File: config.mk
export PLATFORM = sky130hd
export DESIGN_NAME = nvme_doorbell_writer
export DESIGN_NICKNAME = d
export VERILOG_FILES = /design/src/rtl/nvme_pkg.sv /design/src/rtl/nvme_rq_mwr_desc.sv /design/src/rtl/nvme_doorbell_writer.sv
export SDC_FILE = /design/constraint.sdc
export NUM_CORES = 1
export LEC_CHECK = 0
export ABC_AREA = 1
export CAP_MARGIN = 15
export CORE_MARGIN = 8
export CORE_UTILIZATION = 40
export DETAILED_ROUTE_END_ITERATION = 12
export PLACE_DENSITY = 0.74
export SYNTH_ARGS = -nofsm -noshare
export SYNTH_HDL_FRONTEND = slang
export SYNTH_HIERARCHICAL = 1
export SYNTH_SLANG_ARGS = --single-unit
export TNS_END_PERCENT = 100
File: constraint.sdc
create_clock -name user_clk -period 2.22 [get_ports user_clk]
set_clock_uncertainty 0.1 [all_clocks]
set_input_delay 0.333 -clock user_clk [delete_from_list [all_inputs] [get_ports user_clk]]
set_output_delay 0.333 -clock user_clk [all_outputs]
set_load 0.02 [all_outputs]
File: src/rtl/nvme_pkg.sv
// nvme_pkg: shared constants, RQ descriptor field layout and doorbell FSM states
// used by the NVMe doorbell writer and its descriptor packer.
package nvme_pkg;

  localparam logic [63:0] NVME_DB_BASE_OFFSET = 64'h1000;
  localparam logic [3:0]  RQ_REQ_MEMWR        = 4'b0001;

  localparam int RQ_DESC_W         = 128;
  localparam int RQ_DESC_ADDR_LSB  = 2;
  localparam int RQ_DESC_ADDR_MSB  = 63;
  localparam int RQ_DESC_DWCNT_LSB = 64;
  localparam int RQ_DESC_DWCNT_W   = 11;
  localparam int RQ_DESC_REQ_LSB   = 75;
  localparam int RQ_DESC_REQ_W     = 4;
  localparam int RQ_DESC_TAG_LSB   = 96;
  localparam int RQ_DESC_TAG_W     = 8;

  typedef enum logic [1:0] {
    DB_IDLE,
    DB_HDR,
    DB_DATA,
    DB_DONE
  } db_state_e;

endpackage

File: src/rtl/nvme_rq_mwr_desc.sv
// nvme_rq_mwr_desc: combinational packer for the 128-bit RQ Memory Write descriptor
// (address, dword count, request type, tag; all other fields zero).
module nvme_rq_mwr_desc
  import nvme_pkg::*;
(
  input  logic [63:0]                addr_i,
  input  logic [RQ_DESC_DWCNT_W-1:0] dw_cnt_i,
  input  logic [RQ_DESC_TAG_W-1:0]   tag_i,
  output logic [RQ_DESC_W-1:0]       desc_o
);

  // The address field is DW-aligned, so the two byte-offset bits are dropped.
  logic unused_addr_lsbs;
  assign unused_addr_lsbs = ^addr_i[RQ_DESC_ADDR_LSB-1:0];

  always_comb begin
    // NOTE: default the whole output first so every path assigns every bit and no latch is inferred.
    desc_o = '0;
    desc_o[RQ_DESC_ADDR_MSB:RQ_DESC_ADDR_LSB]      = addr_i[RQ_DESC_ADDR_MSB:RQ_DESC_ADDR_LSB];
    desc_o[RQ_DESC_DWCNT_LSB +: RQ_DESC_DWCNT_W]   = dw_cnt_i;
    desc_o[RQ_DESC_REQ_LSB +: RQ_DESC_REQ_W]       = RQ_REQ_MEMWR;
    desc_o[RQ_DESC_TAG_LSB +: RQ_DESC_TAG_W]       = tag_i;
  end

endmodule

File: src/rtl/nvme_doorbell_writer.sv
// nvme_doorbell_writer: latches SQ-tail / CQ-head doorbell requests and writes each as a
// 1-DW PCIe MemWr on the RQ stream. Optional counters with NVME_DB_WRITER_STATS_EN.
module nvme_doorbell_writer
  import nvme_pkg::*;
#(
  parameter int          C_DATA_WIDTH        = 128,
  parameter int          KEEP_WIDTH          = C_DATA_WIDTH / 32,
  parameter int          AXI4_RQ_TUSER_WIDTH = 62,
  parameter logic [63:0] BAR0_BASE           = 64'h0,
  parameter int          DSTRD               = 0,
  parameter int          QID                 = 0
) (
  input  logic                           user_clk,
  input  logic                           user_reset_n,
  input  logic                           user_lnk_up,
  input  logic                           write_sqtdbl,
  input  logic [63:0]                    sqt_addr,
  input  logic                           write_cqhdbl,
  input  logic [63:0]                    cqh_addr,
  output logic                           write_sqtdbl_done,
  output logic                           write_cqhdbl_done,
  output logic [C_DATA_WIDTH-1:0]        s_axis_rq_tdata,
  output logic [KEEP_WIDTH-1:0]          s_axis_rq_tkeep,
  output logic                           s_axis_rq_tlast,
  output logic [AXI4_RQ_TUSER_WIDTH-1:0] s_axis_rq_tuser,
  output logic                           s_axis_rq_tvalid,
`ifdef NVME_DB_WRITER_STATS_EN
  output logic [31:0]                    sq_db_count,
  output logic [31:0]                    cq_db_count,
  output logic [15:0]                    coalesce_count,
`endif
  input  logic                           s_axis_rq_tready
);

  localparam logic [63:0] DB_STRIDE  = 64'd4 << DSTRD;
  localparam logic [63:0] SQ_DB_ADDR = BAR0_BASE + NVME_DB_BASE_OFFSET
                                       + (64'(QID) * 64'd2) * DB_STRIDE;
  localparam logic [63:0] CQ_DB_ADDR = SQ_DB_ADDR + DB_STRIDE;

  db_state_e                      state_q;
  logic                           sq_pend_q, sq_pend_d, cq_pend_q, cq_pend_d;
  logic [15:0]                    sq_val_q, sq_val_d, cq_val_q, cq_val_d;
  logic [15:0]                    val_q;
  logic                           served_cq_q;
  logic [7:0]                     tag_q;
  logic                           sel_sq, sel_cq;
  logic [RQ_DESC_W-1:0]           hdr_desc;
  logic [C_DATA_WIDTH-1:0]        tdata_q;
  logic [KEEP_WIDTH-1:0]          tkeep_q;
  logic [AXI4_RQ_TUSER_WIDTH-1:0] tuser_q;
  logic                           tlast_q, tvalid_q, sq_done_q, cq_done_q;

  // Only the low 16 bits of the doorbell values are meaningful.
  logic unused_addr_hi;
  assign unused_addr_hi = ^{sqt_addr[63:16], cqh_addr[63:16]};

  // A new pulse wins over the clear issued by the IDLE selection in the same cycle,
  // so a request arriving while its own TLP is frozen is served afterwards.
  always_comb begin
    sel_cq    = user_lnk_up && (state_q == DB_IDLE) && cq_pend_q;
    sel_sq    = user_lnk_up && (state_q == DB_IDLE) && !cq_pend_q && sq_pend_q;
    sq_pend_d = sq_pend_q && !sel_sq;
    cq_pend_d = cq_pend_q && !sel_cq;
    sq_val_d  = sq_val_q;
    cq_val_d  = cq_val_q;
    if (write_sqtdbl) begin
      sq_pend_d = 1'b1;
      sq_val_d  = sqt_addr[15:0];
    end
    if (write_cqhdbl) begin
      cq_pend_d = 1'b1;
      cq_val_d  = cqh_addr[15:0];
    end
    if (!user_lnk_up) begin
      sq_pend_d = 1'b0;
      cq_pend_d = 1'b0;
    end
  end

  always_ff @(posedge user_clk or negedge user_reset_n) begin
    if (!user_reset_n) begin
      sq_pend_q <= 1'b0;
      cq_pend_q <= 1'b0;
      sq_val_q  <= '0;
      cq_val_q  <= '0;
    end else begin
      // NOTE: sequential state uses non-blocking assignments so all registers update together at the edge.
      sq_pend_q <= sq_pend_d;
      cq_pend_q <= cq_pend_d;
      sq_val_q  <= sq_val_d;
      cq_val_q  <= cq_val_d;
    end
  end

  nvme_rq_mwr_desc u_desc (
    .addr_i   (sel_cq ? CQ_DB_ADDR : SQ_DB_ADDR),
    .dw_cnt_i (RQ_DESC_DWCNT_W'(1)),
    .tag_i    (tag_q),
    .desc_o   (hdr_desc)
  );

  always_ff @(posedge user_clk or negedge user_reset_n) begin
    if (!user_reset_n) begin
      state_q     <= DB_IDLE;
      val_q       <= '0;
      served_cq_q <= 1'b0;
      tag_q       <= '0;
      tdata_q     <= '0;
      tkeep_q     <= '0;
      tuser_q     <= '0;
      tlast_q     <= 1'b0;
      tvalid_q    <= 1'b0;
      sq_done_q   <= 1'b0;
      cq_done_q   <= 1'b0;
    end else if (!user_lnk_up) begin
      state_q   <= DB_IDLE;
      tdata_q   <= '0;
      tkeep_q   <= '0;
      tuser_q   <= '0;
      tlast_q   <= 1'b0;
      tvalid_q  <= 1'b0;
      sq_done_q <= 1'b0;
      cq_done_q <= 1'b0;
    end else begin
      sq_done_q <= 1'b0;
      cq_done_q <= 1'b0;
      case (state_q)
        DB_IDLE: begin
          if (sel_cq || sel_sq) begin
            served_cq_q <= sel_cq;
            val_q       <= sel_cq ? cq_val_q : sq_val_q;
            tdata_q     <= C_DATA_WIDTH'(hdr_desc);
            tkeep_q     <= KEEP_WIDTH'(4'hF);
            tuser_q     <= AXI4_RQ_TUSER_WIDTH'(4'hF);
            tlast_q     <= 1'b0;
            tvalid_q    <= 1'b1;
            state_q     <= DB_HDR;
          end
        end
        DB_HDR: begin
          if (s_axis_rq_tready) begin
            tdata_q <= C_DATA_WIDTH'(val_q);
            tkeep_q <= KEEP_WIDTH'(1'b1);
            tuser_q <= '0;
            tlast_q <= 1'b1;
            state_q <= DB_DATA;
          end
        end
        DB_DATA: begin
          if (s_axis_rq_tready) begin
            tdata_q   <= '0;
            tkeep_q   <= '0;
            tlast_q   <= 1'b0;
            tvalid_q  <= 1'b0;
            tag_q     <= tag_q + 8'd1;
            sq_done_q <= !served_cq_q;
            cq_done_q <= served_cq_q;
            state_q   <= DB_DONE;
          end
        end
        default: state_q <= DB_IDLE;
      endcase
    end
  end

  assign s_axis_rq_tdata   = tdata_q;
  assign s_axis_rq_tkeep   = tkeep_q;
  assign s_axis_rq_tuser   = tuser_q;
  assign s_axis_rq_tlast   = tlast_q;
  assign s_axis_rq_tvalid  = tvalid_q;
  assign write_sqtdbl_done = sq_done_q;
  assign write_cqhdbl_done = cq_done_q;

`ifdef NVME_DB_WRITER_STATS_EN
  // A pulse only coalesces when its flag is still set and not being taken this cycle.
  logic        sq_coalesce, cq_coalesce;
  logic [16:0] coal_sum;
  logic [31:0] sq_cnt_q, cq_cnt_q;
  logic [15:0] coal_cnt_q;

  assign sq_coalesce = user_lnk_up && write_sqtdbl && sq_pend_q && !sel_sq;
  assign cq_coalesce = user_lnk_up && write_cqhdbl && cq_pend_q && !sel_cq;
  assign coal_sum    = 17'(coal_cnt_q) + 17'(sq_coalesce) + 17'(cq_coalesce);

  always_ff @(posedge user_clk or negedge user_reset_n) begin
    if (!user_reset_n) begin
      sq_cnt_q   <= '0;
      cq_cnt_q   <= '0;
      coal_cnt_q <= '0;
    end else begin
      if (sq_done_q) sq_cnt_q <= sq_cnt_q + 32'd1;
      if (cq_done_q) cq_cnt_q <= cq_cnt_q + 32'd1;
      coal_cnt_q <= coal_sum[16] ? 16'hFFFF : coal_sum[15:0];
    end
  end

  assign sq_db_count    = sq_cnt_q;
  assign cq_db_count    = cq_cnt_q;
  assign coalesce_count = coal_cnt_q;
`endif

endmodule

; ---- After elaboration in Yosys (flattened, before gate mapping)
; Index checks and enable logic that the tools add are counted.
[op_classes]
addsub = 1
eq_ne = 8
mux = 39
reduce_logical = 18
[ops]
columns = operator, n
row1 = 128-bit 2-to-1 mux, 4
row2 = 128-bit one-hot mux with 3 select lines, 1
row3 = 62-bit 2-to-1 mux, 3
row4 = 62-bit one-hot mux with 2 select lines, 1
row5 = 1-bit 2-to-1 mux, 16
row6 = 16-bit 2-to-1 mux, 1
row7 = 4-bit 2-to-1 mux, 4
row8 = 3-bit AND reduction, 5
row9 = 4-bit one-hot mux with 3 select lines, 1
row10 = "8-bit by 1-bit adder with 8-bit output, second input constant", 1
row11 = 2-bit 2-to-1 mux, 4
row12 = 1-bit logical AND, 6
row13 = "3-bit by 1-bit != test with 1-bit output, second input constant", 2
row14 = "3-bit != test, second input constant", 2
row15 = 2-bit one-hot mux with 3 select lines, 1
row16 = 1-bit logical NOT, 4
row17 = "4-bit by 1-bit != test with 1-bit output, second input constant", 1
row18 = 4-bit AND reduction, 1
row19 = 3-bit 2-to-1 mux, 1
row20 = "3-bit by 2-bit != test with 1-bit output, second input constant", 1
row21 = 1-bit one-hot mux with 3 select lines, 1
row22 = "2-bit by 1-bit == test with 1-bit output, second input constant", 1
row23 = "2-bit == test, second input constant", 1
row24 = 2-bit logical NOT, 1
row25 = 2 further kinds, 2
[word_totals]
ff_bits = 259
input_bits = 134
out_inout_bits = 198
wordCells = 81

; ---- Logic depth before layout (Yosys ltp)
; Gate-level depths: netlist of run 1.
[logic_depth]
depth_word = 8
ltp_mapped = 12
mapped_depth_nobuf = 10

; ---- Modules after synthesis
; The synthesis of run 1 kept the hierarchy.
[by_module_without_submodules]
columns = module, n_inst, cells_per_inst, area_per_inst_um2, seq_area_each_um2
row1 = nvme_doorbell_writer, 1, 1409, 10495.1, 4904.7
row2 = nvme_rq_mwr_desc, 1, 130, 968.4, 0.0

; ---- Least setup slack after synthesis of run 1
; OpenSTA, ideal clock, no wires.
[synth_path]
path_kind = register to register
start = reg state_q[0]
end = reg tdata_q[2] (netlist: s_axis_rq_tdata[2])
setup_time_ps = 121
arrival_time_ps = 1632
required_ps = 1999
setup_slack_ps = 367
stages_incl_launch_ff = 13
path_buffers = 2
synth_period_minus_slack_ps = 1853
cell_sequence = dfrtp_1 inv_1 ha_1 nand2_1 inv_2 nand2_1 clkbuf_1 inv_1 buf_4 nand2_1 a21oi_1 nand2_1 nand2_1
[synth_via]
elab_chain_cells = 7
word_cells_on_any_way = 17
cone_classes = eq/ne: 6 / mux: 4 / reduce/logical: 7
[synth_lines]
columns = item, line
row1 = "start, declared", nvme_doorbell_writer.sv:40  ; db_state_e state_q;
row2 = "start signal, assigned", nvme_doorbell_writer.sv:104  ; state_q <= DB_IDLE;
row3 = "start signal, assigned", nvme_doorbell_writer.sv:116  ; state_q <= DB_IDLE;
row4 = "start signal, assigned", nvme_doorbell_writer.sv:137  ; state_q <= DB_HDR;
row5 = 2-bit logical NOT, nvme_doorbell_writer.sv:60  ; sel_cq = user_lnk_up && (state_q == DB_IDLE) && cq_pend_q;
row6 = 1-bit logical AND (2 in series), nvme_doorbell_writer.sv:60
row7 = named net sel_cq, nvme_doorbell_writer.sv:46  ; logic sel_sq, sel_cq;
row8 = 3-bit 2-to-1 mux, nvme_doorbell_writer.sv:96  ; .addr_i (sel_cq ? CQ_DB_ADDR : SQ_DB_ADDR),
row9 = named net hdr_desc[2], nvme_doorbell_writer.sv:47  ; logic [RQ_DESC_W-1:0] hdr_desc;
row10 = 128-bit 2-to-1 mux, nvme_doorbell_writer.sv:129  ; if (sel_cq || sel_sq) begin
row11 = 128-bit one-hot mux with 3 select lines, nvme_doorbell_writer.sv:127  ; case (state_q)
row12 = 128-bit 2-to-1 mux, nvme_doorbell_writer.sv:115  ; end else if (!user_lnk_up) begin
row13 = "end signal, assigned", nvme_doorbell_writer.sv:132  ; tdata_q <= C_DATA_WIDTH'(hdr_desc);
row14 = "end signal, assigned", nvme_doorbell_writer.sv:142  ; tdata_q <= C_DATA_WIDTH'(val_q);
row15 = "end, declared", nvme_doorbell_writer.sv:48  ; logic [C_DATA_WIDTH-1:0] tdata_q;
; The timed path passes the listed nets, and every way through them passes these cells. The select of a mux whose other input is x is not followed.
; A chain may end at the register's enable or synchronous reset.

; ---- Final worst setup path of run 1
[layout_path]
start = reg state_q[0]
end = reg tdata_q[37] (netlist: s_axis_rq_tdata[37])
[layout_via]
elab_chain_cells = 7
word_cells_on_any_way = 15
cone_classes = eq/ne: 6 / mux: 2 / reduce/logical: 7
[layout_lines]
columns = item, line
row1 = 2-bit logical NOT, "nvme_doorbell_writer.sv:60, nvme_doorbell_writer.sv:61, nvme_doorbell_writer.sv:127"
row2 = 1-bit logical AND, "nvme_doorbell_writer.sv:60, nvme_doorbell_writer.sv:61"
row3 = 1-bit logical AND (2 in series), nvme_doorbell_writer.sv:61  ; sel_sq = user_lnk_up && (state_q == DB_IDLE) && !cq_pend_q && sq_pend_q;
row4 = 1-bit logical OR, nvme_doorbell_writer.sv:129
row5 = 3-bit by 2-bit != test with 1-bit output (no line), --
row6 = 4-bit AND reduction (no line), --
; Several ways; a longest one is shown, not always the timed one.

==> results.sh, run 1 <==
export IMPL_status="complete, no violations"
export IMPL_maxUsedRoutingLayer="met4"
export IMPL_io_pins=332
export IMPL_seq_power_share_pct=31.5
export IMPL_rsz0062_at_grt="no"
export IMPL_viasPerCell=4.155
export IMPL_yosysSeqAreaShare_pct=42.79
export IMPL_p_int_mw=10.23
export IMPL_holdCritPathClass="in -> async"
export IMPL_wl_met2_mm=12.43
export IMPL_synth_top_family_by_area="simple AND/OR/NAND/NOR gates"
export IMPL_clock_sinks=196
export IMPL_placement_cell_area_sq_um=12880
export IMPL_setup_viol=0
export IMPL_finalCoreUtilization_pct=47.58
export IMPL_crit_arrival_ps=2290
export IMPL_synth_top_area_share_pct=42.79
export IMPL_worst_pin_slew_ps=654.9
export IMPL_num_vias=8597
export IMPL_setup_tns_ps=0
export IMPL_dieHeight_um=185.3
export IMPL_required_ps=2490
export IMPL_synth_warnings=6
export IMPL_drtAntennaViolNets=0
export IMPL_end_kind="flop"
export IMPL_grt_pass1_vias=8411
export IMPL_r2r_setup_slack_ps=210
export IMPL_r2r_end="s_axis_rq_tdata[37]$_DFFE_PN0P_"
export IMPL_multi_input_area_sq_um=4679
export IMPL_synth_compound_area_share_pct=11.07
export IMPL_rr_worst_depth=9
export IMPL_timing_final_crit_share_pct=90.65
export IMPL_overflow=0
export IMPL_relSlewSlack_pct=56.24
export IMPL_clock_latency_ps=430
export IMPL_cts_setup_buffers=0
export IMPL_synthTopCellsByArea="dfrtp_1 43%, nand2_1 17%, buf_4 13%, o21bai_1 8.6%, inv_1 5.9%"
export IMPL_peakVddDrop_mv=0.7268
export IMPL_synth_ff_type="dfrtp_1"
export IMPL_drive_gt1_share_pct=4.926
export IMPL_place_ws_ps=-227.8
export IMPL_nets=1810
export IMPL_synthAdderAreaFrac_pct=0.4366
export IMPL_htreeDepth=4
export IMPL_synth_area_sq_um=11460
export IMPL_die_w_um=185.3
export IMPL_synthXorXnorAreaFrac_pct=0.2292
export IMPL_fin_crit_ps=2013
export IMPL_cellPowerDensity_nw_per_um2=1325
export IMPL_dr_wl_met3_mm=1.367
export IMPL_drt_iter0_markers=577
export IMPL_wl_met1_mm=11.77
export IMPL_cap_violations=0
export IMPL_grt_pass1_wl_mm=42.43
export IMPL_fillers=2773
export IMPL_synth_edf_count=0
export IMPL_register_area_sq_um=4905
export IMPL_wire_per_inst_um=12.56
export IMPL_antenna_found_initial=0
export IMPL_synthDistinctLibCells=24
export IMPL_diodes=0
export IMPL_max_freq_mhz=496.9
export IMPL_slew_violations=0
export IMPL_grt_max_degree=124
export IMPL_final_area_sq_um=13550
export IMPL_whs_ps=296.7
export IMPL_synth_mux_area_share_pct=0
export IMPL_area_growth_pct=18.17
export IMPL_switchingPower_mw=7.723
export IMPL_cts_root_buf="clkbuf_16"
export IMPL_grt_use_total_pct=15.20
export IMPL_fin_ws_ps=207.5
export IMPL_p_leak_nw=7.753
export IMPL_p_sw_share_pct=43.02
export IMPL_numCtsBuffers=17
export IMPL_rows=62
export IMPL_syn_area_per_cell_sq_um=7.449
export IMPL_final_cells=2069
export IMPL_dp_cells=2034
export IMPL_start_util_pct=40.27
export IMPL_totalWireLength_mm=25.98
export IMPL_startpoint_type="flop"
export IMPL_port_buffers=177
export IMPL_clock_path_buffers=2
export IMPL_power_frac_comb_pct=50.4
export IMPL_path_clk_slew_ps=80
export IMPL_place_congestion=0.7712
export IMPL_critical_path_class="reg -> reg"
export IMPL_async_flop_share_pct=100.0
export IMPL_ys_ff_latch=196
export IMPL_power_share_clock_pct=18.1
export IMPL_die_area_sq_um=34330
export IMPL_finalHoldViolCount=0
export IMPL_critPathMaxFanout=96
export IMPL_p_total_mw=17.95
export IMPL_hpwl_mm=16.98
export IMPL_r2r_start="state_q[0]$_DFFE_PN0P_"
export IMPL_syn_inst=1539
export IMPL_yosys_area_share_simple_pct=23.11
export IMPL_firstDrtPassIters=4
export IMPL_coreArea_sq_um=28470
export IMPL_synth_top_cell_by_area="dfrtp_1"
export IMPL_drc=0
export IMPL_cts_tree="built"
==> cells by family after synthesis <==
logic type	count (synthesis)
simple gates	682
flops	196
other cells	4
compound gates	188
buf+inv	462
fa+ha+maj	4
xor+xnor	3
==> timing repair <==
item                       4_1_cts  5_1_grt
gates cloned                     1        1
hold endpoints to repair        39        0
hold buffers                     1        0
resized for setup                1        1
setup endpoints to repair       27       42
==> critical path: stages, from the launching register on <==
cell      delay [ps]
dfrtp_1          360
inv_1             80
ha_1             350
inv_4             60
nand3_1          110
nand2_4          150
buf_4            140
buf_12           350
o21bai_1         140
nand2_1           70
==> layer usage <==
layer / track usage [%] / vias to the layer above
met2: 25.62 / 186
met5: 0 / -
met1: 19.38 / 3871
met3: 3.217 / 21
li1: - / 4519
met4: 4.385 / 0
==> synthesized netlist by cell type (2+ instances only) <==
cell,instances
conb_1,4
xor2_1,2
inv_1,181
ha_1,4
clkbuf_4,2
buf_2,40
nand3_1,43
nor2_1,121
nand2_1,509
dfrtp_1,196
nand3_2,2
buf_4,200
o21bai_1,131
a21oi_1,18
clkbuf_1,33
nand4_1,3
inv_2,4
o21ai_0,39
nand2_2,2
==> cell usage in the layout, fill, tap and decap left out, types with 4 or more instances in the layout <==
| master | netlist | final |
|---|---|---|
| ha_1 | 4 | 4 |
| conb_1 | 4 | 177 |
| clkbuf_16 | 0 | 18 |
| o21bai_1 | 131 | 131 |
| buf_4 | 200 | 33 |
| nand3_1 | 43 | 43 |
| clkdlybuf4s50_1 | 0 | 176 |
| clkinv_4 | 0 | 6 |
| nand2_1 | 509 | 509 |
| dfrtp_1 | 196 | 196 |
| o21ai_0 | 39 | 39 |
| inv_1 | 181 | 181 |
| nor2_1 | 121 | 121 |
| inv_8 | 0 | 4 |
| a21oi_1 | 18 | 18 |
| buf_12 | 0 | 4 |
==> area by class of cell <==
| class | count | area share (%) |
|---|---|---|
| clock inverter | 15 | 1.413 |
| tap | 384 | 3.547 |
| timing repair buffer | 217 | 15.99 |
| clock buffer | 17 | 3.140 |
| inverter | 185 | 5.163 |
| sequential | 196 | 36.21 |
| multi-input combinational | 1055 | 34.54 |
==> flip-flops by register name (all words and copies together), names as in the netlist, 2 cells and up <==
name,flops
s_axis_rq_tdata,128
cq_val_q,16
sq_val_q,16
val_q,16
tag_q,8
s_axis_rq_tkeep,2
state_q,2
==> power by group through the flow <==
stage | Sequential [mW] | Combinational (mW) | Clock [mW]
6_report | 5.66 | 9.05 | 3.25
5_1_grt | 5.83 | 10.0 | 3.49
4_1_cts | 5.68 | 9.12 | 3.35
3_5_place_dp | 5.75 | 9.00 | 0
3_3_place_gp | 5.71 | 8.87 | 0
2_1_floorplan | 6.91 | 4.58 | 0
==> worst max path at each step <==
stage	start	endpoint	cells past startpoint
after floorplan	state_q[0]$_DFFE_PN0P_	s_axis_rq_tdata[2]$_DFFE_PN0P_	12
after global placement	user_lnk_up	s_axis_rq_tdata[64]$_DFFE_PN0P_	7
after detailed placement	user_lnk_up	s_axis_rq_tkeep[2]$_DFFE_PN0P_	7
after CTS	state_q[0]$_DFFE_PN0P_	s_axis_rq_tdata[37]$_DFFE_PN0P_	8
after global routing	state_q[0]$_DFFE_PN0P_	s_axis_rq_tdata[9]$_DFFE_PN0P_	8
final	state_q[0]$_DFFE_PN0P_	s_axis_rq_tdata[37]$_DFFE_PN0P_	9
Note: power is estimated with default switching activity, not from simulation.
==> run 2: changes to the inputs <==
--- a/config.mk
+++ b/config.mk
@@ -7,7 +7,6 @@
 export LEC_CHECK = 0
 export ABC_AREA = 1
 export CAP_MARGIN = 15
-export CORE_MARGIN = 8
 export CORE_UTILIZATION = 40
 export DETAILED_ROUTE_END_ITERATION = 12
 export PLACE_DENSITY = 0.74
==> run 2 against run 1 <==
  * Clock-buffer cell count is the same
  * Sequential power is essentially flat
  * Via count shrank 0.66%
  * Clock power shrank 9.2%
  * Final area shrank 1.1%
  * Cell count shrank 0.87%
  * Sequential cell count is the same
  * Power shrank 2.2%
  * Critical path depth grew 1
  * Worst hold slack gained 20 ps
  * Combinational power shrank 1%
  * Setup slack gained 4.0 ps
  * Critical path type unchanged
  * Largest cell class unchanged
  * Highest routed layer unchanged
==> results.sh, run 2 (synthesized netlist as in run 1, its figures left out) <==
export IMPL_drt_iter0_markers=663
export IMPL_required_ps=2500
export IMPL_wire_per_inst_um=11.64
export IMPL_layout_commonest_cell="nand2_1"
export IMPL_rr_worst_depth=10
export IMPL_r2r_start="state_q[0]$_DFFE_PN0P_"
export IMPL_setup_viol=0
export IMPL_viasPerCell=4.164
export IMPL_fin_crit_ps=2009
export IMPL_max_freq_mhz=497.9
export IMPL_firstDrtPassIters=5
export IMPL_rows=61
export IMPL_crit_chain="inv_1 -> ha_1 -> nand2_1 -> inv_2 -> nand2_1 -> nand2_4 -> nor2_4 -> buf_4 -> nand2_1 -> nand2_1"
export IMPL_relSlewSlack_pct=63.82
export IMPL_status="complete, no violations"
export IMPL_crit_top_cell="nand2_1"
export IMPL_antenna_found_initial=0
export IMPL_start_util_pct=40.93
export IMPL_clock_path_buffers=2
export IMPL_diodes=0
export IMPL_grt_pass1_vias=8053
export IMPL_drtAntennaViolNets=0
export IMPL_drive_gt1_share_pct=4.244
export IMPL_whs_ps=316.2
export IMPL_numCtsBuffers=17
export IMPL_cts_setup_buffers=0
export IMPL_rsz0062_at_grt="no"
export IMPL_overflow=0
export IMPL_cpPeakStageDelay_ps=400
export IMPL_die_area_sq_um=29340
export IMPL_cts_tree="built"
export IMPL_drc=0
export IMPL_totalWireLength_mm=23.88
export IMPL_grt_pass1_wl_mm=39.78
export IMPL_setup_tns_ps=0
export IMPL_dieHeight_um=171.3
export IMPL_p_leak_nw=7.660
export IMPL_finalHoldViolCount=0
export IMPL_num_vias=8540
export IMPL_die_w_um=171.3
export IMPL_port_buffers=177
export IMPL_p_total_mw=17.55
export IMPL_cellPowerDensity_nw_per_um2=1310
export IMPL_hpwl_mm=15.58
export IMPL_cpMaxStageDelayCell="dfrtp_1"
export IMPL_coreArea_sq_um=28010
export IMPL_cts_root_buf="clkbuf_16"
export IMPL_critical_path_class="reg -> reg"
export IMPL_crit_arrival_ps=2290
export IMPL_r2r_end="s_axis_rq_tdata[11]$_DFFE_PN0P_"
export IMPL_path_clk_slew_ps=80
export IMPL_nets=1799
export IMPL_cap_violations=0
export IMPL_final_cell_mix="509 x nand2_1, 196 x dfrtp_1, 181 x inv_1"
export IMPL_area_growth_pct=16.90
export IMPL_critPathMaxFanout=19
export IMPL_largest_reg_flops=128
export IMPL_slew_violations=0
export IMPL_startpoint_type="flop"
export IMPL_end_kind="flop"
export IMPL_worst_pin_slew_ps=542.7
export IMPL_htreeDepth=4
export IMPL_post_cts_resized=0
export IMPL_place_congestion=0.7551
export IMPL_grt_use_total_pct=16.95
export IMPL_holdCritPathClass="in -> async"
export IMPL_timing_final_crit_share_pct=90.47
export IMPL_peakVddDrop_mv=0.6504
export IMPL_r2r_setup_slack_ps=210
export IMPL_grt_max_degree=72
export IMPL_clock_latency_ps=440
export IMPL_clock_sinks=196
export IMPL_io_pins=332
-- run 2: through the flow --
step                utilization (%)  instance area (sq um)  instances  setup WS, ps
global placement              45.83                  12840       2019         84.32
detailed placement            45.83                  12840       2019         45.67
CTS                           47.84                  13400       2051         218.8
global route                  47.84                  13400       2051         29.38
finish                        47.84                  13400       2051         211.5
floorplan                         -                  12110       1712         366.8
-- run 2: layer usage --
metal / GRT usage, % / share of wire, % / up-vias
met1: 22.60 / 47 / 3846
met5: 0 / 0 / -
met2: 27.71 / 48 / 178
met4: 5.668 / 1.3 / 0
met3: 3.037 / 3.9 / 22
li1: - / - / 4494
-- run 2: area by class of cell --
| class | count | area [sq um] |
|---|---|---|
| clock buffers | 17 | 425.4 |
| clock inverters | 14 | 126.4 |
| fillers | 2742 | 14610 |
| inverters | 185 | 699.4 |
| multi-input cells | 1054 | 4668 |
| flip-flops and latches | 196 | 4905 |
| well taps | 378 | 473.0 |
| repair buffers | 207 | 2103 |
-- run 2: critical path, delay by kind of cell, from the launching register on --
kind	cells	cell delay [ps]
AND/OR/NAND/NOR	6	810
flip-flops	1	400
buffers and inverters	3	400
adder cells (fa/ha/maj)	1	230
-- run 2: worst max path at each step --
stage,startpoint,endpoint,slack [ps]
2_1_floorplan,state_q[0]$_DFFE_PN0P_,s_axis_rq_tdata[2]$_DFFE_PN0P_,370
3_3_place_gp,user_lnk_up,s_axis_rq_tdata[7]$_DFFE_PN0P_,80
3_5_place_dp,user_lnk_up,s_axis_rq_tdata[16]$_DFFE_PN0P_,50
4_1_cts,state_q[0]$_DFFE_PN0P_,s_axis_rq_tdata[7]$_DFFE_PN0P_,220
5_1_grt,state_q[0]$_DFFE_PN0P_,s_axis_rq_tdata[14]$_DFFE_PN0P_,30
6_report,state_q[0]$_DFFE_PN0P_,s_axis_rq_tdata[11]$_DFFE_PN0P_,210
-- run 2: where the power goes --
| part | total, mW | internal, mW | switching, mW | leakage, nW |
|---|---|---|---|---|
| Sequential | 5.68 | 4.86 | 0.812 | 2.57 |
| Combinational | 8.93 | 3.66 | 5.26 | 4.83 |
| Clock | 2.95 | 1.47 | 1.48 | 0.259 |
-- run 2: what timing repair did --
item	4_1_cts	5_1_grt
hold buffers	1	0
endpoints found under the hold margin	44	0
endpoints found under the setup margin	0	0
==> run 3: changes to the inputs <==
==> constraint.sdc (replaced) <==
create_clock -name user_clk -period 2.37 [get_ports user_clk]
set_clock_uncertainty 0.1 [all_clocks]
set_input_delay 0.3555 -clock user_clk [delete_from_list [all_inputs] [get_ports user_clk]]
set_output_delay 0.3555 -clock user_clk [all_outputs]
set_load 0.02 [all_outputs]
==> run 3 against run 2 <==
  * Critical path depth unchanged
  * Clock-buffer cell count is the same
  * Critical path type unchanged
  * Largest cell class unchanged
  * Highest routed layer unchanged
  * Clock power barely moved
  * Register-to-register slack improved by 50 ps
  * Final area grew 0.59%
  * Sequential power shrank 6.5%
  * Worst hold slack improved by 29 ps
  * Global-route usage is essentially flat
  * Sequential share of layout area down 0.21 points
==> results.sh, run 3 (synthesized netlist as in run 1, its figures left out) <==
export IMPL_rsz0062_at_grt="no"
export IMPL_drive_gt1_share_pct=4.301
export IMPL_num_vias=8651
export IMPL_drc=0
export IMPL_numCtsBuffers=17
export IMPL_clock_sinks=196
export IMPL_setup_viol=0
export IMPL_worst_pin_slew_ps=557.7
export IMPL_cp_num_buf_inv=3
export IMPL_viasPerCell=4.216
export IMPL_nets=1799
export IMPL_port_buffers=177
export IMPL_worst_path_stages=10
export IMPL_dieHeight_um=171.3
export IMPL_dp_cells=2019
export IMPL_grt_use_total_pct=16.99
export IMPL_status="complete, no violations"
export IMPL_crit_family="simple AND/OR/NAND/NOR gates"
export IMPL_cpMaxStageDelayCell="dfrtp_1"
export IMPL_end_kind="flop"
export IMPL_coreArea_sq_um=28010
export IMPL_die_area_sq_um=29340
export IMPL_cellPowerDensity_nw_per_um2=1237
export IMPL_setup_tns_ps=0
export IMPL_largest_reg_flops=128
export IMPL_path_clk_slew_ps=80
export IMPL_fin_crit_ps=2105
export IMPL_hpwl_mm=15.44
export IMPL_final_cells=2052
export IMPL_holdCritPathClass="in -> async"
export IMPL_area_growth_pct=17.58
export IMPL_crit_chain="inv_1 -> ha_1 -> nand2_1 -> inv_2 -> nand2_1 -> nand2_4 -> nor2_4 -> buf_4 -> nand2_1 -> nand2_1"
export IMPL_drt_iter0_markers=627
export IMPL_crit_arrival_ps=2390
export IMPL_fillers=2724
export IMPL_relSlewSlack_pct=62.82
export IMPL_cpPeakStageDelay_ps=410
export IMPL_timing_final_crit_share_pct=88.83
export IMPL_crit_top_cell="nand2_1"
export IMPL_whs_ps=345.1
export IMPL_peakVddDrop_mv=0.7743
export IMPL_drtAntennaViolNets=0
export IMPL_grt_pass1_wl_mm=39.79
export IMPL_p_leak_nw=7.709
export IMPL_final_cell_mix="509 x nand2_1, 196 x dfrtp_1, 181 x inv_1"
export IMPL_totalWireLength_mm=23.51
export IMPL_startpoint_type="flop"
export IMPL_firstDrtPassIters=7
export IMPL_antenna_found_initial=0
export IMPL_critPathMaxFanout=31
export IMPL_place_congestion=0.7609
export IMPL_finalHoldViolCount=0
export IMPL_max_freq_mhz=475.0
export IMPL_start_util_pct=40.93
export IMPL_overflow=0
export IMPL_layout_commonest_cell="nand2_1"
export IMPL_cts_tree="built"
export IMPL_clock_latency_ps=440
export IMPL_required_ps=2650
export IMPL_grt_max_degree=129
export IMPL_multi_input_area_sq_um=4668
export IMPL_grt_pass1_vias=8186
export IMPL_die_w_um=171.3
export IMPL_io_pins=332
export IMPL_cap_violations=0
export IMPL_rr_worst_depth=10
export IMPL_wire_per_inst_um=11.46
export IMPL_rows=61
export IMPL_register_area_sq_um=4905
export IMPL_finalCoreUtilization_pct=48.12
export IMPL_p_total_mw=16.68
export IMPL_critical_path_class="reg -> reg"
export IMPL_clock_path_buffers=2
export IMPL_cts_root_buf="clkbuf_16"
export IMPL_htreeDepth=4
export IMPL_slew_violations=0
export IMPL_diodes=0
[run 3: cell types whose count changed in the layout (fill, tap and decap cells not counted), moves of 2 or more]
| cell | previous run | this run |
|---|---|---|
| inv_8 | 2 | 5 |
| buf_12 | 8 | 10 |
| buf_4 | 21 | 19 |
| clkinvlp_4 | 4 | 0 |
[run 3: area by class of cell]
class / instances / share of cell area, %
clock buffers: 17 / 3.156
flip-flops and latches: 196 / 36.39
multi-input cells: 1054 / 34.63
clock inverters: 15 / 1.337
repair buffers: 207 / 15.79
well taps: 378 / 3.509
inverters: 185 / 5.189
[run 3: final timing paths]
kind | start | to | slack [ps]
setup / recovery | state_q[0]$_DFFE_PN0P_ | s_axis_rq_tdata[100]$_DFFE_PN0P_ | 260
hold / removal | user_reset_n | s_axis_rq_tdata[78]$_DFFE_PN0P_ | 350
setup reg to reg | state_q[0]$_DFFE_PN0P_ | s_axis_rq_tdata[100]$_DFFE_PN0P_ | 260
hold reg to reg | served_cq_q$_DFFE_PN0P_ | write_sqtdbl_done$_DFF_PN0_ | 350
max in group asynchronous | user_reset_n | s_axis_rq_tdata[36]$_DFFE_PN0P_ | 1130
min in group user_clk | served_cq_q$_DFFE_PN0P_ | write_sqtdbl_done$_DFF_PN0_ | 350
[run 3: through the flow]
step / area, sq um / setup WS, ps
2_1_floorplan: 12110 / 516.8
3_3_place_gp: 12860 / 234.6
3_5_place_dp: 12860 / 188.9
4_1_cts: 13480 / 245.7
5_1_grt: 13480 / 67.87
6_report: 13480 / 264.6
[run 3: timing repair]
action,CTS,global route
hold buffers,1,0
endpoints found under the hold margin,46,0
buffers inserted,0,0
gates resized for setup,0,0
[run 3: worst reg2reg max path, delay by kind of cell, from the launching register on]
family | cells | cell delay, ps
buffers and inverters | 3 | 500
DFF | 1 | 410
adders and majority gates | 1 | 220
and+or+nand+nor | 6 | 830
[run 3: routing by layer]
metal  track usage, %  vias to the layer above  part of all wire, %  wire, um
li1                 -                     4498                    -         -
met1            22.27                     3948                   47     10940
met2            28.61                      190                   48     11400
met3            2.968                       15                  3.8       885
met4            4.969                        0                  1.2       286
met5                0                        -                    0         0
[run 3: report_power, final]
group	switching, mW	total [mW]	internal, mW
sequential	0.757	5.31	4.55
clock	1.45	2.97	1.52
combinational	4.91	8.39	3.48
total	7.12	16.7	9.56
==> RTL change, RTL diff (settings of run 2) <==
`cq_val_q` no longer has a reset.
--- a/src/rtl/nvme_doorbell_writer.sv
+++ b/src/rtl/nvme_doorbell_writer.sv
@@ -82,14 +82,16 @@
       sq_pend_q <= 1'b0;
       cq_pend_q <= 1'b0;
       sq_val_q  <= '0;
-      cq_val_q  <= '0;
     end else begin
       // NOTE: sequential state uses non-blocking assignments so all registers update together at the edge.
       sq_pend_q <= sq_pend_d;
       cq_pend_q <= cq_pend_d;
       sq_val_q  <= sq_val_d;
-      cq_val_q  <= cq_val_d;
-    end
+    end
+  end
+
+  always_ff @(posedge user_clk) begin
+    cq_val_q <= cq_val_d;
   end
 
   nvme_rq_mwr_desc u_desc (
Behaviour: same outputs for any inputs over 4 cycles, from zero or initial values and one cycle with user_reset_n low; that may be too few to reach the edited logic, so the function may still have changed.
==> RTL change against run 2 <==
Hold slack gained 0.016 ns; sequential cell count is the same; routed wire length shrank 11%; synthesized area shrank 10%; first-iteration DRC count shrank 36%; critical path depth shrank 2; worst setup slack lost 0.0092 ns; combinational power shrank 9.1%; total power shrank 3.2%; sequential share of layout area grew 4.0 points; cell count shrank 12%; via count shrank 9.5%; count of clock-buffer cells in the layout grew 5; critical endpoint is now s_axis_rq_tdata[2]; design area shrank 8.5%.
==> RTL change: results (changes against run 2) <==
Status:
- Outcome: finished, final reports clean (unchanged).

Clock network:
- The clock insertion delay at the later pin of the skew report is 0.42 ns (was 0.44 ns).

GRT:
- The global routing usage summed across all routing layers came to 16.7% (was 17.0%).
- The met2 usage is 28.3% (was 27.7%).
- The number of global-route vias before repair is 7147 (was 8053).
- The global-route track usage on met3 was 2.91% (was 3.04%).

Worst setup path:
- The cell depth of the worst flop-to-flop path is 8 (was 10).
- The family with the most delay on the worst path is buffers and inverters (was simple AND/OR/NAND/NOR gates).
- The endpoint of the worst register-to-register path is s_axis_rq_tdata[2] (was s_axis_rq_tdata[11]).
- The maximum fanout along the worst path is 128 (was 19).

Synthesis:
- The compound-gate portion of the synthesized area came to 2.82% (was 11.1%).
- Most common library cells after synthesis: sky130_fd_sc_hd__nand2_1, sky130_fd_sc_hd__buf_4, sky130_fd_sc_hd__dfrtp_1, sky130_fd_sc_hd__nor2_1, sky130_fd_sc_hd__o21ai_0 (was sky130_fd_sc_hd__nand2_1, sky130_fd_sc_hd__buf_4, sky130_fd_sc_hd__dfrtp_1, sky130_fd_sc_hd__inv_1, sky130_fd_sc_hd__o21bai_1).
- Biggest area contributors in the synthesized netlist: sky130_fd_sc_hd__dfrtp_1, sky130_fd_sc_hd__nand2_1, sky130_fd_sc_hd__buf_4, sky130_fd_sc_hd__nor2_1, sky130_fd_sc_hd__edfxtp_1 (was sky130_fd_sc_hd__dfrtp_1, sky130_fd_sc_hd__nand2_1, sky130_fd_sc_hd__buf_4, sky130_fd_sc_hd__o21bai_1, sky130_fd_sc_hd__inv_1).
- The number of unique standard cell types used by synthesis was 28 (was 24).
- The number of enable-type register cells in the synthesized netlist is 16 (was 0).
- The share of async-settable or async-resettable flops after synthesis is 91.8% (was 100%).
- The adder and majority cell fraction of the synthesized area is 0.488% (was 0.437%).
- The synthesized area per cell is 7.71 µm² (was 7.45 µm²).

Route:
- The met3 routed wirelength came to 844 µm (was 937 µm).
- The routed via count divided by cell count is 4.26 (was 4.16).
- The routed wire length came to 21.2 mm (was 23.9 mm).
- The met2 routed wirelength came to 10.7 mm (was 11.4 mm).
- The detailed-route wire length on metal 1 is 9.61 mm (was 11.2 mm).
- The violation count after the first detailed-route iteration is 426 (was 663).

Cells and area:
- The fraction of final layout cells sized beyond drive strength 1 is 5.05% (was 4.24%).
- The final net count was 1609 (was 1799).

Power and ir drop:
- The static leakage power came to 0.00641 µW (was 0.00766 µW).
- The total clock network power is 3180 µW (was 2950 µW).
- The cell internal power dissipation came to 9890 µW (was 10000 µW).
- The power share of the combinational group is 47.8% (was 50.9%).
- The worst supply voltage drop on vdd came to 0.00109 V (was 0.000650 V).

Place:
- The placer's final routability congestion estimate is 0.759 (was 0.755).
- The placement-stage cell area came to 11700 µm² (was 12800 µm²).
## RTL change: cell types whose count changed in the layout (fill, tap and decap cells not counted), sizes merged, moves of 2 or more
cell / before / now
bufinv: 0 / 2
nand2: 511 / 616
nand3: 45 / 26
o21bai: 131 / 0
dfrtp: 196 / 180
clkinvlp: 4 / 0
nor2: 123 / 141
clkbuf: 18 / 22
edfxtp: 0 / 16
inv: 190 / 24
## RTL change: final cells by class
type                            count  area [µm²]
Fill cell                        2411       12900
Timing Repair Buffer              207        2110
Clock buffer                       22         475
Sequential cell                   196        4980
Clock inverter                     10         119
Inverter                           21        83.8
Multi-Input combinational cell   1028        4080
Tap cell                          330         413
## RTL change: metrics by stage
stage	hold slack, ns	util [%]	setup WS (ns)	power, µW
finish	0.332	48.7	0.202	17000
CTS	0.322	48.7	0.239	17100
detailed placement	0.231	46.3	0.0145	13900
floorplan	-0.0626	-	0.418	10800
global route	0.337	48.7	0.0986	18200
global placement	0.227	46.3	0.0521	13700
